### src/rtl/pe_feeder.sv
`default_nettype none
// ============================================================================
//  Module   : pe_feeder
//  Purpose  : Operand streamer for a single processing element. The host
//             loads an X vector and a W vector into local buffers, then
//             requests a stream of len (x,w) pairs. Pairs go out back-to-back,
//             one per cycle. Returned PE result beats are counted, and done
//             pulses once every issued operand has come back. err flags a
//             bad length, a stray result beat, or a result timeout.
//  Ports    : iclk, irstn           clock, asynchronous active-low reset
//             ld_en/ld_sel/ld_addr/ld_data  buffer write port (X=0, W=1)
//             start, len            stream request and pair count (0..DEPTH)
//             pe_xdata/pe_wdata/pe_ivalid   registered operand stream to PE
//             pe_ovalid             result beat returned by the PE
//             busy, done, err       registered status outputs
//  Revision : 1.0  initial release
// ============================================================================
module pe_feeder #(
    parameter int WORDSIZE = 16,
    parameter int ADDRW    = 4,
    parameter int TIMEOUT  = 15
) (
    input  logic                iclk,
    input  logic                irstn,
    input  logic                ld_en,
    input  logic                ld_sel,
    input  logic [ADDRW-1:0]    ld_addr,
    input  logic [WORDSIZE-1:0] ld_data,
    input  logic                start,
    input  logic [ADDRW:0]      len,
    output logic [WORDSIZE-1:0] pe_xdata,
    output logic [WORDSIZE-1:0] pe_wdata,
    output logic                pe_ivalid,
    input  logic                pe_ovalid,
    output logic                busy,
    output logic                done,
    output logic                err
);

    localparam int DEPTH = 2 ** ADDRW;
    localparam int CW    = ADDRW + 1;
    localparam int TW    = $clog2(TIMEOUT + 1);

    typedef enum logic [1:0] {
        IDLE   = 2'd0,
        STREAM = 2'd1,
        DRAIN  = 2'd2,
        DONE   = 2'd3
    } state_t;

    state_t              state_q, state_d;
    logic [CW-1:0]       len_q, len_d;
    logic [CW-1:0]       issue_q, issue_d;
    logic [CW-1:0]       ret_q, ret_d;
    logic [TW-1:0]       wait_q, wait_d;
    logic [WORDSIZE-1:0] xdata_q, xdata_d;
    logic [WORDSIZE-1:0] wdata_q, wdata_d;
    logic                ivalid_q, ivalid_d;
    logic                busy_q;
    logic                done_q;
    logic                err_q, err_d;

    // Operand buffers: plain storage, intentionally not reset.
    logic [WORDSIZE-1:0] x_mem_q [DEPTH];
    logic [WORDSIZE-1:0] w_mem_q [DEPTH];

    logic                w_ld_ok;
    logic                w_wr_x;
    logic                w_wr_w;
    logic                w_active;
    logic                w_stray;
    logic [ADDRW-1:0]    w_rd_idx;
    logic [WORDSIZE-1:0] w_x_rd;
    logic [WORDSIZE-1:0] w_w_rd;

    // Loads are accepted whenever the block is not busy (IDLE or DONE).
    assign w_ld_ok  = (state_q == IDLE) || (state_q == DONE);
    assign w_wr_x   = ld_en && w_ld_ok && !ld_sel;
    assign w_wr_w   = ld_en && w_ld_ok &&  ld_sel;
    assign w_active = (state_q == STREAM) || (state_q == DRAIN);

    // A result beat is stray if nothing is outstanding.
    assign w_stray  = pe_ovalid && (!w_active || (ret_q == len_q));

    // The first beat is fetched on the start edge (index 0); later beats use
    // the issue counter.
    assign w_rd_idx = (state_q == IDLE) ? '0 : issue_q[ADDRW-1:0];

    // Write-through bypass so a load on the start edge reaches the stream.
    assign w_x_rd = (w_wr_x && (ld_addr == w_rd_idx)) ? ld_data : x_mem_q[w_rd_idx];
    assign w_w_rd = (w_wr_w && (ld_addr == w_rd_idx)) ? ld_data : w_mem_q[w_rd_idx];

    always_ff @(posedge iclk) begin
        if (w_wr_x) begin
            x_mem_q[ld_addr] <= ld_data;
        end
        if (w_wr_w) begin
            w_mem_q[ld_addr] <= ld_data;
        end
    end

    always_comb begin
        state_d  = state_q;
        len_d    = len_q;
        issue_d  = issue_q;
        ret_d    = ret_q;
        wait_d   = wait_q;
        xdata_d  = xdata_q;
        wdata_d  = wdata_q;
        ivalid_d = 1'b0;
        err_d    = w_stray;

        if (pe_ovalid && !w_stray) begin
            ret_d = ret_q + 1'b1;
        end

        case (state_q)
            IDLE: begin
                if (start) begin
                    if (len == '0) begin
                        state_d = DONE;
                    end else if (len > CW'(DEPTH)) begin
                        err_d = 1'b1;
                    end else begin
                        len_d    = len;
                        ret_d    = '0;
                        issue_d  = CW'(1);
                        xdata_d  = w_x_rd;
                        wdata_d  = w_w_rd;
                        ivalid_d = 1'b1;
                        state_d  = STREAM;
                    end
                end
            end
            STREAM: begin
                if (issue_q < len_q) begin
                    xdata_d  = w_x_rd;
                    wdata_d  = w_w_rd;
                    ivalid_d = 1'b1;
                    issue_d  = issue_q + 1'b1;
                end else begin
                    wait_d  = '0;
                    state_d = DRAIN;
                end
            end
            DRAIN: begin
                // Completion takes priority over a coincident timeout.
                if (ret_d == len_q) begin
                    state_d = DONE;
                end else if (wait_q == TW'(TIMEOUT - 1)) begin
                    err_d   = 1'b1;
                    state_d = IDLE;
                end else begin
                    wait_d = wait_q + 1'b1;
                end
            end
            DONE: begin
                state_d = IDLE;
            end
            default: begin
                state_d = IDLE;
            end
        endcase
    end

    always_ff @(posedge iclk or negedge irstn) begin
        if (!irstn) begin
            state_q  <= IDLE;
            len_q    <= '0;
            issue_q  <= '0;
            ret_q    <= '0;
            wait_q   <= '0;
            xdata_q  <= '0;
            wdata_q  <= '0;
            ivalid_q <= 1'b0;
            busy_q   <= 1'b0;
            done_q   <= 1'b0;
            err_q    <= 1'b0;
        end else begin
            state_q  <= state_d;
            len_q    <= len_d;
            issue_q  <= issue_d;
            ret_q    <= ret_d;
            wait_q   <= wait_d;
            xdata_q  <= xdata_d;
            wdata_q  <= wdata_d;
            ivalid_q <= ivalid_d;
            busy_q   <= (state_d == STREAM) || (state_d == DRAIN);
            done_q   <= (state_d == DONE);
            err_q    <= err_d;
        end
    end

    assign pe_xdata  = xdata_q;
    assign pe_wdata  = wdata_q;
    assign pe_ivalid = ivalid_q;
    assign busy      = busy_q;
    assign done      = done_q;
    assign err       = err_q;

endmodule
`default_nettype wire

### config.mk
export PLATFORM = sky130hd
export DESIGN_NAME = pe_feeder
export DESIGN_NICKNAME = d
export VERILOG_FILES = /design/src/rtl/pe_feeder.sv
export SDC_FILE = /design/constraint.sdc
export NUM_CORES = 1
export LEC_CHECK = 0
export ABC_AREA = 1
export ABC_CLOCK_PERIOD_IN_PS = 4600
export BUFFER_PORTS_ARGS = -buffer_cell sky130_fd_sc_hd__buf_4
export CAP_MARGIN = 10
export CORE_ASPECT_RATIO = 2
export CORE_MARGIN = 2
export CORE_UTILIZATION = 45
export DETAILED_ROUTE_END_ITERATION = 8
export SLEW_MARGIN = 40
export SYNTH_ARGS = -nofsm -noshare
export SYNTH_HDL_FRONTEND = slang
export SYNTH_SLANG_ARGS = --single-unit
### constraint.sdc
create_clock -name iclk -period 4.6 [get_ports iclk]
set_input_delay 0.69 -clock iclk [delete_from_list [all_inputs] [get_ports iclk]]
set_output_delay 0.69 -clock iclk [all_outputs]
set_load 0.05 [all_outputs]
# After elaboration in Yosys (flattened, before gate mapping)
# Memory sizes are Yosys's and may differ from the RTL's.
# Index checks and enable logic that the tools add are counted.
op_classes:
  n_bitwise: 2
  addsub: 3
  eq_ne: 17
  muxes: 49
  n_lt_le_gt_ge: 2
  n_reduce_logical: 21
ops:
  columns: ["cell", "count"]
  rows:
  - ["$mux W16", 10]
  - ["$pmux W16 S2", 2]
  - ["$mux W5", 9]
  - ["$mux W4", 4]
  - ["$mux W1", 13]
  - ["$mux W2", 6]
  - ["$ne A2 B2 Y1 const B", 6]
  - ["$add A5 B1 Y5 const B", 2]
  - ["$eq A5 B5 Y1", 2]
  - ["$pmux W5 S2", 1]
  - ["$eq A2 B2 Y1 const B", 4]
  - ["$pmux W2 S4", 1]
  - ["$pmux W4 S2", 1]
  - ["$reduce_and A4 Y1", 2]
  - ["$logic_and A1 B1 Y1", 7]
  - ["$gt A5 B5 Y1 const B", 1]
  - ["$logic_not A5 Y1", 1]
  - ["$lt A5 B5 Y1", 1]
  - ["$reduce_and A5 Y1", 1]
  - ["$add A4 B1 Y4 const B", 1]
  - ["$eq A2 B1 Y1 const B", 2]
  - ["$eq A4 B4 Y1", 1]
  - ["$eq A4 B4 Y1 const B", 1]
  - ["$logic_or A1 B1 Y1", 4]
  - ["6 further kinds", 11]
totals:
  n_memories: 2
  elab_cells: 107
  ram_bits: 512
  ff_bits: 57
memory_table:
  columns: ["name", "depth", "width", "read_ports", "rd_ports_with_merged_regs", "wr", "line", "text"]
  rows:
  - ["w_mem_q", 16, 16, 1, 0, 1, "65", "logic [WORDSIZE-1:0] w_mem_q [DEPTH];"]
  - ["x_mem_q", 16, 16, 1, 0, 1, "64", "logic [WORDSIZE-1:0] x_mem_q [DEPTH];"]

# Logic depth before layout (Yosys ltp)
# Gate-level depths: netlist (run 1).
logic_depth:
  depth_word: 13
  mapped_depth: 16
  ltp_nobuf: 16

# Least setup slack after synthesis (run 1)
# OpenSTA, ideal clock, no wires.
synth_path:
  path_kind: "register to register"
  from: "register state_q[0]"
  to: "memory w_mem_q[10][0], enable pin"
  stages_incl_launch_ff: 8
  path_buffers: 2
  setup_ns: 0.388
  setup_slack_ns: 2.031
  arrival_ns: 2.180
  period_less_slack_ns: 2.569
  path_cell_list: "dfrtp_1 -> inv_1 -> ha_1 -> buf_2 -> nor3_1 -> inv_1 -> clkbuf_1 -> nor2_1"
synth_between:
  elab_chain_cells: 6
  word_cells_on_any_way: 7
  classes_between: "eq/ne: 1; mux: 2; reduce/logical: 4"
synth_rtl:
  columns: ["element", "line", "text"]
  rows:
  - ["start, declared", "51", "state_t state_q, state_d;"]
  - ["start signal, assigned", "180", "state_q <= state_d;"]
  - ["$eq A2 B2 Y1 or $logic_not A2 Y1 (tied branches)", "77", "assign w_ld_ok = (state_q == IDLE) || (state_q == DONE);"]
  - ["$logic_or A1 B1 Y1 *", "77", null]
  - ["$logic_and A1 B1 Y1 * (2 in a row)", "79", "assign w_wr_w = ld_en && w_ld_ok && ld_sel;"]
  - ["$mux W1 *", "97", "if (w_wr_w) begin"]
  - ["$mux W1 (not written as such) *", "98", "w_mem_q[ld_addr] <= ld_data;"]
  - ["end, declared", "65", null]
# Mark *: on every way between the ends. The rest lies on a longest branch, timed or not.

# Worst setup path in the final report (run 1)
layout_path:
  from: "register state_q[1]"
  to: "register xdata_q[1], in the netlist pe_xdata[1]"
layout_between:
  elab_chain_cells: 10
  word_cells_on_any_way: 22
  classes_between: "eq/ne: 7; mux: 7; reduce/logical: 7; memory: 1"
layout_rtl:
  columns: ["element", "line", "text"]
  rows:
  - ["branches (longest 10 deep; another with $mem_v2 Z16 W16)", null, null]
  - ["end signal, assigned", "185", "xdata_q <= xdata_d;"]
  - ["end, declared", "56", "logic [WORDSIZE-1:0] xdata_q, xdata_d;"]
# Several ways; the timed one is not identified. The select of a mux whose other input is x is not followed.
# A chain may end at the register's enable or synchronous reset.

==> results.cfg, run 1 <==
[power_and_ir_drop]
finalPower_mw = 17.0
leakagePower_nw = 9.08
ir_drop_mv = 0.558
power_density_nw_per_um2 = 641

[sta]
min_period_ns = 3.73
max-slew-margin-rel_pct = 42.2
grt_setup_unrepaired = no
finalMaxSlewViolations = 0
setup_tns_ns = 0
hold_viol_final = 0
post-route-period-util_pct = 81.0
fin_worst_hold_slack_ns = 0.168
setup_ws_ns = 0.873
fin_skew_ns = 0.0113
fmaxAchievable_ghz = 0.268
setup_viol = 0
worst_pin_slew_ns = 0.867

[global_routing]
grt_pass1_vias = 16100
antenna_found_initial = 0
grt_overflow = 0
grt_pass1_wl_um = 99600
grt_usage_pct = 23.9
grt_max_degree = 101

[synth]
postSynthCellCount = 1916
synth_edf_count = 512
ys_types = 39
ys_top_cells_by_area = edfxtp_1, dfrtp_1, a21oi_1, o21ai_1, nand2_1
synthTopCellsByCount = edfxtp_1, a21oi_1, nand2_1
synth-seq-cells = 569
postSynthAreaPerCell_um2 = 12.5
yosysMostFrequentCell = edfxtp_1
netlist.area_leader.share_pct = 64.3
yosysSeqAreaShare_pct = 70.3
ys.flop_type = edfxtp_1
synth.largest_area_cell = edfxtp_1
yosys_warnings = 0
synthesis.area_um2 = 23900
syn-num-nets = 1961
synth-async-reset-ratio_pct = 10.0

[worst_setup_path]
timing.rr.end = pe_xdata[1]
worst_path_largest_cell_delay_ns = 0.55
reg2reg_depth = 13
slowest_stage = inv_8
cp_common_cell = nand2_1
criticalPathCategory = flop to flop
worstPathCellList = inv_1 > ha_1 > inv_8 > nand2_4 > buf_12 > o21ai_1 > o22ai_1 > o211ai_1 > nand2_1 > nand2_1 > o21ai_1 > nand2_1 > nand2_1
crit_fanout = 100
r2r_setup_slack_ns = 0.87
crit_path_start_kind = flop
required_ns = 5.07
crit_arrival_ns = 4.20
critPathCaptureType = flop
reg2reg_from = state_q[1]

[floorplan]
ioPinCount = 67
die_area_um2 = 55100
initial_core_util_pct = 45.5
rows = 119
core-area_um2 = 52600
die_y_um = 330
die_w_um = 167

[route]
wirelength_um = 66500
viasPerCell = 6.09
drt_iter0_markers = 1741
drtPass1Iterations = 5
vias = 16100
wire_per_inst_um = 25.2
antenna_left = 0
remaining_drc_errors = 0

[finish]
fin_util_pct = 50.5
multi_input_area_um2 = 6060
register_area_um2 = 16800
fill_cells = 4529
area_growth_pct = 11.0
drive_gt1_share_pct = 11.3
nets = 1983
diodes = 0

[cts]
ctsHoldBuffers = 0
cts.sinks = 569
cts_inserted_buffers = 49
cts_root_buffer = clkbuf_16
cts_setup_buffers = 0
cts-htree-levels = 2
path_clk_slew_ns = 0.07
clkLatencyLatePin_ns = 0.59
cts_tree = done
clock_path_buffers = 3
cts_resized = 0

[placement]
dp_hpwl_um = 39900
dp_slack_ns = 0.930
gp_congestion = 0.933
portBuffers = 66

[status]
status = finished clean

[hold_path]
hold_path_class = input pin to asynchronous set/reset pin

[job]
maxCapViolCount = 0
## sequential cells by signal, summed over array words and instances (netlist names)
signal	flops
busy	1
done	1
err	1
issue_q	5
len_q	5
pe_ivalid	1
pe_wdata	16
pe_xdata	16
ret_q	5
state_q	2
w_mem_q	256
wait_q	4
x_mem_q	256
## metal layers
metal | vias up | share of wire, % | track usage, %
met4 | 0 | 4.3 | 10.9
met2 | 573 | 53 | 43.2
met1 | 8079 | 38 | 28.3
met3 | 150 | 4.9 | 2.86
li1 | 7264 | - | -
met5 | - | 0 | 0
## logic make-up after synthesis
family	Yosys count	share of synthesized area [%]
compound gates	769	18.2
flops	569	70.3
simple gates	334	5.99
buf+inv	220	4.41
fa+ha+maj	14	0.733
xor+xnor	10	0.366
## through the flow
stage | instance area [um2] | instances
after floorplan | 23900 | 1916
after global placement | 25000 | 2551
after detailed placement | 25000 | 2551
after CTS | 26500 | 2639
after global routing | 26500 | 2640
final | 26500 | 2640
## cell type report
class,count,share of cell area (%)
clock buffers,60,4.94
repair buffers,123,3.82
multi-input cells,1127,22.8
flip-flops and latches,569,63.3
well taps,665,3.14
clock inverters,28,0.906
inverters,68,1.02
## worst max path at each step
stage	startpoint	end	slack, ns
floorplan	state_q[0]	w_mem_q[10][0]	2.03
global placement	state_q[1]	pe_xdata[1]	0.94
detailed placement	state_q[1]	pe_xdata[1]	0.93
CTS	state_q[1]	pe_xdata[1]	0.91
global route	state_q[1]	pe_xdata[1]	0.68
finish	state_q[1]	pe_xdata[1]	0.87
## placed cells by master (no fill, tap or decap), drive strengths merged, types with 64 or more instances in the layout
master,synthesis,layout
o211ai,66,66
o22ai,64,64
edfxtp,512,512
a21oi,273,273
inv,68,69
buf,105,123
nor2,66,66
o221ai,64,64
o21ai,300,300
nand2,229,229
## worst max-delay path, delay by kind of cell (launching register included)
| family | cells | cell delay, ns |
|---|---|---|
| buffers and inverters | 3 | 1.00 |
| AO/OA/AOI/OAI | 4 | 0.68 |
| flip-flops | 1 | 0.45 |
| adder cells (fa/ha/maj) | 1 | 0.42 |
| AND/OR/NAND/NOR | 5 | 0.95 |
## where the power goes
group | internal, mW | switching [mW] | total (mW)
Clock | 2.25 | 1.83 | 4.08
Combinational | 1.91 | 4.82 | 6.73
Sequential | 5.94 | 0.273 | 6.21
(Power assumes the default switching activity.)
==> run 2, diff against run 1 <==
- ABC_CLOCK_PERIOD_IN_PS: 4600 -> 3500
- clock period: 4.6 -> 3.5 ns (I/O delays scaled with it)
==> run 2 against run 1 <==
  * Register-to-register slack lost 0.50 ns
  * Cell count grew 0.64%
  * Via count grew 0.92%
  * Final area grew 1.1%
  * First-iteration DRC count grew 6.3%
  * Sequential share of layout area shrank 0.67 points
  * Clock skew grew 0.0041 ns
  * Sequential power grew 31%
  * Hold slack gained 0.043 ns
  * Flip-flop and latch count is the same
  * Critical endpoint is now pe_xdata[12]
==> results.cfg, run 2 (synthesized netlist as in run 1, its figures left out) <==
[status]
status = finished clean

[global_routing]
antenna_found_initial = 0
grt_usage_pct = 24.4
grt_pass1_wl_um = 102000
grt_overflow = 0
grt_max_degree = 133
grt_pass1_vias = 16100

[finish]
fin_util_pct = 51.0
nets = 2000
final_cell_count_no_fill = 2657
diodes = 0
area_growth_pct = 12.1
layout_commonest_cell = edfxtp_1
reg_top3 = w_mem_q: 256 flops, x_mem_q: 256 flops
mostFrequentLayoutCells = edfxtp_1, a21oi_1, nand2_1, o21ai_1, buf_4
drive_gt1_share_pct = 12.4
fill_cells = 4464

[floorplan]
die_w_um = 167
core-area_um2 = 52600
ioPinCount = 67
rows = 119
initial_core_util_pct = 45.5
die_area_um2 = 55100
die_y_um = 330

[placement]
portBuffers = 66
gp_congestion = 0.892
dp_slack_ns = 0.336
dp_hpwl_um = 42200
dp_cells = 2568

[cts]
clkLatencyLatePin_ns = 0.59
cts-htree-levels = 2
cts_inserted_buffers = 48
clock_path_buffers = 3
cts.sinks = 569
cts_resized = 0
cts_tree = done
path_clk_slew_ns = 0.07
cts_root_buffer = clkbuf_16

[power_and_ir_drop]
power_frac_clock_pct = 24.2
swShare_pct = 40.3
cellInternalPower_mw = 13.7
finalPower_mw = 22.9
leakagePower_nw = 9.23
power_density_nw_per_um2 = 854
ir_drop_mv = 0.963
seqPwrFrac_pct = 35.5
p_switching_mw = 9.22
combPwrFrac_pct = 40.3

[worst_setup_path]
crit_arrival_ns = 3.59
worstPathCellList = inv_1 > ha_1 > buf_4 > inv_8 > nand2_4 > buf_12 > buf_4 > o21ai_1 > o22ai_1 > o211ai_1 > nand2_1 > nand2_1 > o21ai_1 > nand2_1 > nand2_1
cp_common_cell = nand2_1
crit_fanout = 43
critPathCaptureType = flop
required_ns = 3.97
worst_path_largest_cell_delay_ns = 0.46
crit_path_start_kind = flop
slowest_stage = dfrtp_1
criticalPathCategory = flop to flop

[route]
wirelength_um = 68500
remaining_drc_errors = 0
drt_iter0_markers = 1850
wire_per_inst_um = 25.8
viasPerCell = 6.10
vias = 16200
antenna_left = 0
drtPass1Iterations = 5

[sta]
setup_tns_ns = 0
setup_viol = 0
worst_pin_slew_ns = 0.758
fmaxAchievable_ghz = 0.320
setup_ws_ns = 0.377
finalMaxSlewViolations = 0
fin_skew_ns = 0.0154
post-route-period-util_pct = 89.2
min_period_ns = 3.12
hold_viol_final = 0
max-slew-margin-rel_pct = 49.4
grt_setup_unrepaired = no

[hold_path]
hold_path_class = input pin to flop

[job]
maxCapViolCount = 0
==> run 2: through the flow <==
| step | area, um2 | hold WS, ns |
|---|---|---|
| after CTS | 26800 | 0.0216 |
| after global routing | 26800 | 0.234 |
| after detailed placement | 25200 | 0.475 |
| after global placement | 25200 | 0.474 |
| after floorplan | 23900 | 0.229 |
| final | 26800 | 0.210 |
==> run 2: repair_timing <==
item	4_1_cts	5_1_grt
hold endpoints to repair	0	57
buffers inserted	0	0
hold buffers	0	1
==> run 2: layout make-up <==
type	instances	area, um2	share of cell area, %
Clock inverter	27	323	1.20
Timing Repair Buffer	141	1250	4.65
Clock buffer	60	1280	4.77
Sequential cell	569	16800	62.7
Multi-Input combinational cell	1127	6060	22.6
Inverter	68	268	0.999
Tap cell	665	832	3.10
==> run 2: worst paths after layout <==
path / startpoint / endpoint / slack (ns) / depth (start not counted)
max in group asynchronous: irstn / issue_q[0] / 2.59 / 2
worst min-delay path: len[0] / len_q[0] / 0.21 / 3
worst max-delay path: state_q[1] / pe_xdata[12] / 0.38 / 15
min in group asynchronous: irstn / pe_xdata[6] / 0.46 / 2
worst max register to register: state_q[1] / pe_xdata[12] / 0.38 / 15
worst min register to register: pe_xdata[10] / pe_xdata[10] / 0.49 / 2
==> run 2: power by group through the flow <==
stage	registers [mW]	clock network, mW	logic (mW)
5_1_grt	8.17	5.83	10.0
6_report	8.14	5.53	9.23
4_1_cts	8.13	5.62	9.22
3_3_place_gp	8.28	0	9.03
3_5_place_dp	8.28	0	9.18
2_1_floorplan	8.83	0	5.60
==> run 2: per-layer routing <==
layer  GRT usage (%)  share of wire (%)
met5               0                  0
met4            9.82                3.8
met3            2.42                4.6
met2            45.1                 54
met1            29.1                 38
==> run 2: critical path, delay by kind of cell, from the launching register on <==
kind | cells | cell delay (ns)
AO/OA/AOI/OAI | 4 | 0.57
adder cells (fa/ha/maj) | 1 | 0.26
buffers and inverters | 5 | 1.03
flip-flops | 1 | 0.46
AND/OR/NAND/NOR | 5 | 0.66
==> run 3, diff against run 2 <==
- ABC_CLOCK_PERIOD_IN_PS: 3500 -> 3250
- clock period: 3.5 -> 3.25 ns (I/O delays scaled with it)
==> run 3 against run 2 <==
  * Global-route usage decreased by 0.19 points
  * Register-to-register slack worse by 0.16 ns
  * Sequential power rose by 7.1%
  * Flip-flop and latch count did not move
  * First-iteration DRC count shrank 18%
  * Clock skew increased by 0.0090 ns
  * Setup slack worse by 0.16 ns
  * Via count fell by 0.99%
  * Critical path type unchanged
  * Highest routed layer unchanged
==> results.cfg, run 3 (synthesized netlist as in run 1, its figures left out) <==
[finish]
layout_commonest_cell = edfxtp_1
drive_gt1_share_pct = 11.8
area_growth_pct = 11.4
diodes = 0
reg_top3 = w_mem_q: 256 flops, x_mem_q: 256 flops
mostFrequentLayoutCells = edfxtp_1, a21oi_1, nand2_1, o21ai_1, buf_4
fill_cells = 4511
nets = 1992

[sta]
fin_skew_ns = 0.0243
worst_pin_slew_ns = 0.748
fin_worst_hold_slack_ns = 0.214
post-route-period-util_pct = 93.3
max-slew-margin-rel_pct = 50.1
grt_setup_unrepaired = no
finalMaxSlewViolations = 0
setup_tns_ns = 0
setup_viol = 0
fmaxAchievable_ghz = 0.330
hold_viol_final = 0
min_period_ns = 3.03

[power_and_ir_drop]
ir_drop_mv = 0.870
leakagePower_nw = 9.13
power_density_nw_per_um2 = 908

[route]
viasPerCell = 6.06
wirelength_um = 67400
antenna_left = 0
vias = 16100
drt_iter0_markers = 1520
wire_per_inst_um = 25.4
drtPass1Iterations = 7
remaining_drc_errors = 0

[worst_setup_path]
slowest_stage = dfrtp_1
required_ns = 3.79
crit_path_start_kind = flop
crit_fanout = 116
cp_common_cell = nand2_1
worstPathCellList = inv_1 > ha_1 > buf_4 > inv_8 > buf_12 > buf_4 > a21oi_1 > o221ai_1 > o211ai_1 > nand2_1 > nand2_1 > o21ai_1 > nand2_1 > nand2_1
criticalPathCategory = flop to flop
crit_arrival_ns = 3.57
critPathCaptureType = flop
worst_path_largest_cell_delay_ns = 0.40

[placement]
gp_congestion = 0.862
portBuffers = 66
dp_hpwl_um = 40700

[cts]
cts_inserted_buffers = 47
clock_path_buffers = 3
cts_tree = done
path_clk_slew_ns = 0.07
cts_resized = 0
cts.sinks = 569
cts_setup_buffers = 0
cts_root_buffer = clkbuf_16
cts-htree-levels = 2
clkLatencyLatePin_ns = 0.60

[floorplan]
rows = 119
initial_core_util_pct = 45.5
core-area_um2 = 52600
ioPinCount = 67
die_y_um = 330
die_w_um = 167
die_area_um2 = 55100

[global_routing]
antenna_found_initial = 1
grt_overflow = 0
grt_pass1_wl_um = 101000
grt_usage_pct = 24.2
grt_max_degree = 131
grt_pass1_vias = 16000

[status]
status = finished clean

[hold_path]
hold_path_class = input pin to flop

[job]
maxCapViolCount = 0
[run 3: cell count changes in the layout (fill, tap and decap cells not counted), moves of 2 or more]
cell / delta
bufinv_16: -4
clkbuf_1: -2
clkinvlp_4: +2
clkinv_1: +9
buf_4: -7
inv_6: -3
[run 3: repair_timing]
action | 4_1_cts | 5_1_grt
endpoints found under the setup margin | 0 | 0
hold buffers | 1 | 0
endpoints found under the hold margin | 56 | 0
[run 3: critical path, delay by kind of cell, from the launching register on]
family                   cells  cell delay [ns]
AND/OR/NAND/NOR              4             0.42
adder cells (fa/ha/maj)      1             0.30
buffers and inverters        5             1.16
AO/OA/AOI/OAI                4             0.61
flip-flops                   1             0.40
[run 3: final timing paths]
path | from | endpoint | slack, ns | depth (start not counted)
min | len[4] | len_q[4] | 0.21 | 3
max reg2reg | state_q[0] | pe_xdata[10] | 0.22 | 14
min in group asynchronous | irstn | pe_xdata[6] | 0.49 | 2
min reg2reg | pe_xdata[5] | pe_xdata[5] | 0.48 | 2
max | state_q[0] | pe_xdata[10] | 0.22 | 14
max in group asynchronous | irstn | issue_q[0] | 2.17 | 2
[run 3: metal layers]
layer / wire, um / GRT usage, %
met4: 2540 / 9.90
met3: 2940 / 2.44
met5: 0 / 0
met2: 36400 / 45.0
met1: 25600 / 28.6
[run 3: where the power goes]
group          leakage [nW]  switching (mW)  internal, mW
combinational          3.10            6.99          2.91
sequential             5.32           0.324          8.40
clock                 0.711            2.62          2.95
total                  9.13            9.93          14.3
[run 3: layout make-up]
cell class              count  area, um2  share of cell area (%)
flip-flops and latches    569      16800                    63.1
multi-input cells        1127       6060                    22.7
clock inverters            31        236                   0.888
inverters                  68        268                    1.01
repair buffers            134       1200                    4.52
clock buffers              56       1230                    4.62
well taps                 665        832                    3.12
[run 3: through the flow]
| step | setup WS (ns) | area (um2) | utilization [%] | total power [mW] | instances |
|---|---|---|---|---|---|
| 6_report | 0.219 | 26600 | 50.7 | 24.2 | 2650 |
| 5_1_grt | 0.0637 | 26600 | 50.7 | 25.3 | 2650 |
| 2_1_floorplan | 0.681 | 23900 | - | 15.5 | 1916 |
| 3_3_place_gp | 0.122 | 25100 | 47.8 | 18.6 | 2561 |
| 4_1_cts | 0.195 | 26600 | 50.6 | 24.3 | 2649 |
| 3_5_place_dp | 0.106 | 25100 | 47.8 | 18.7 | 2561 |
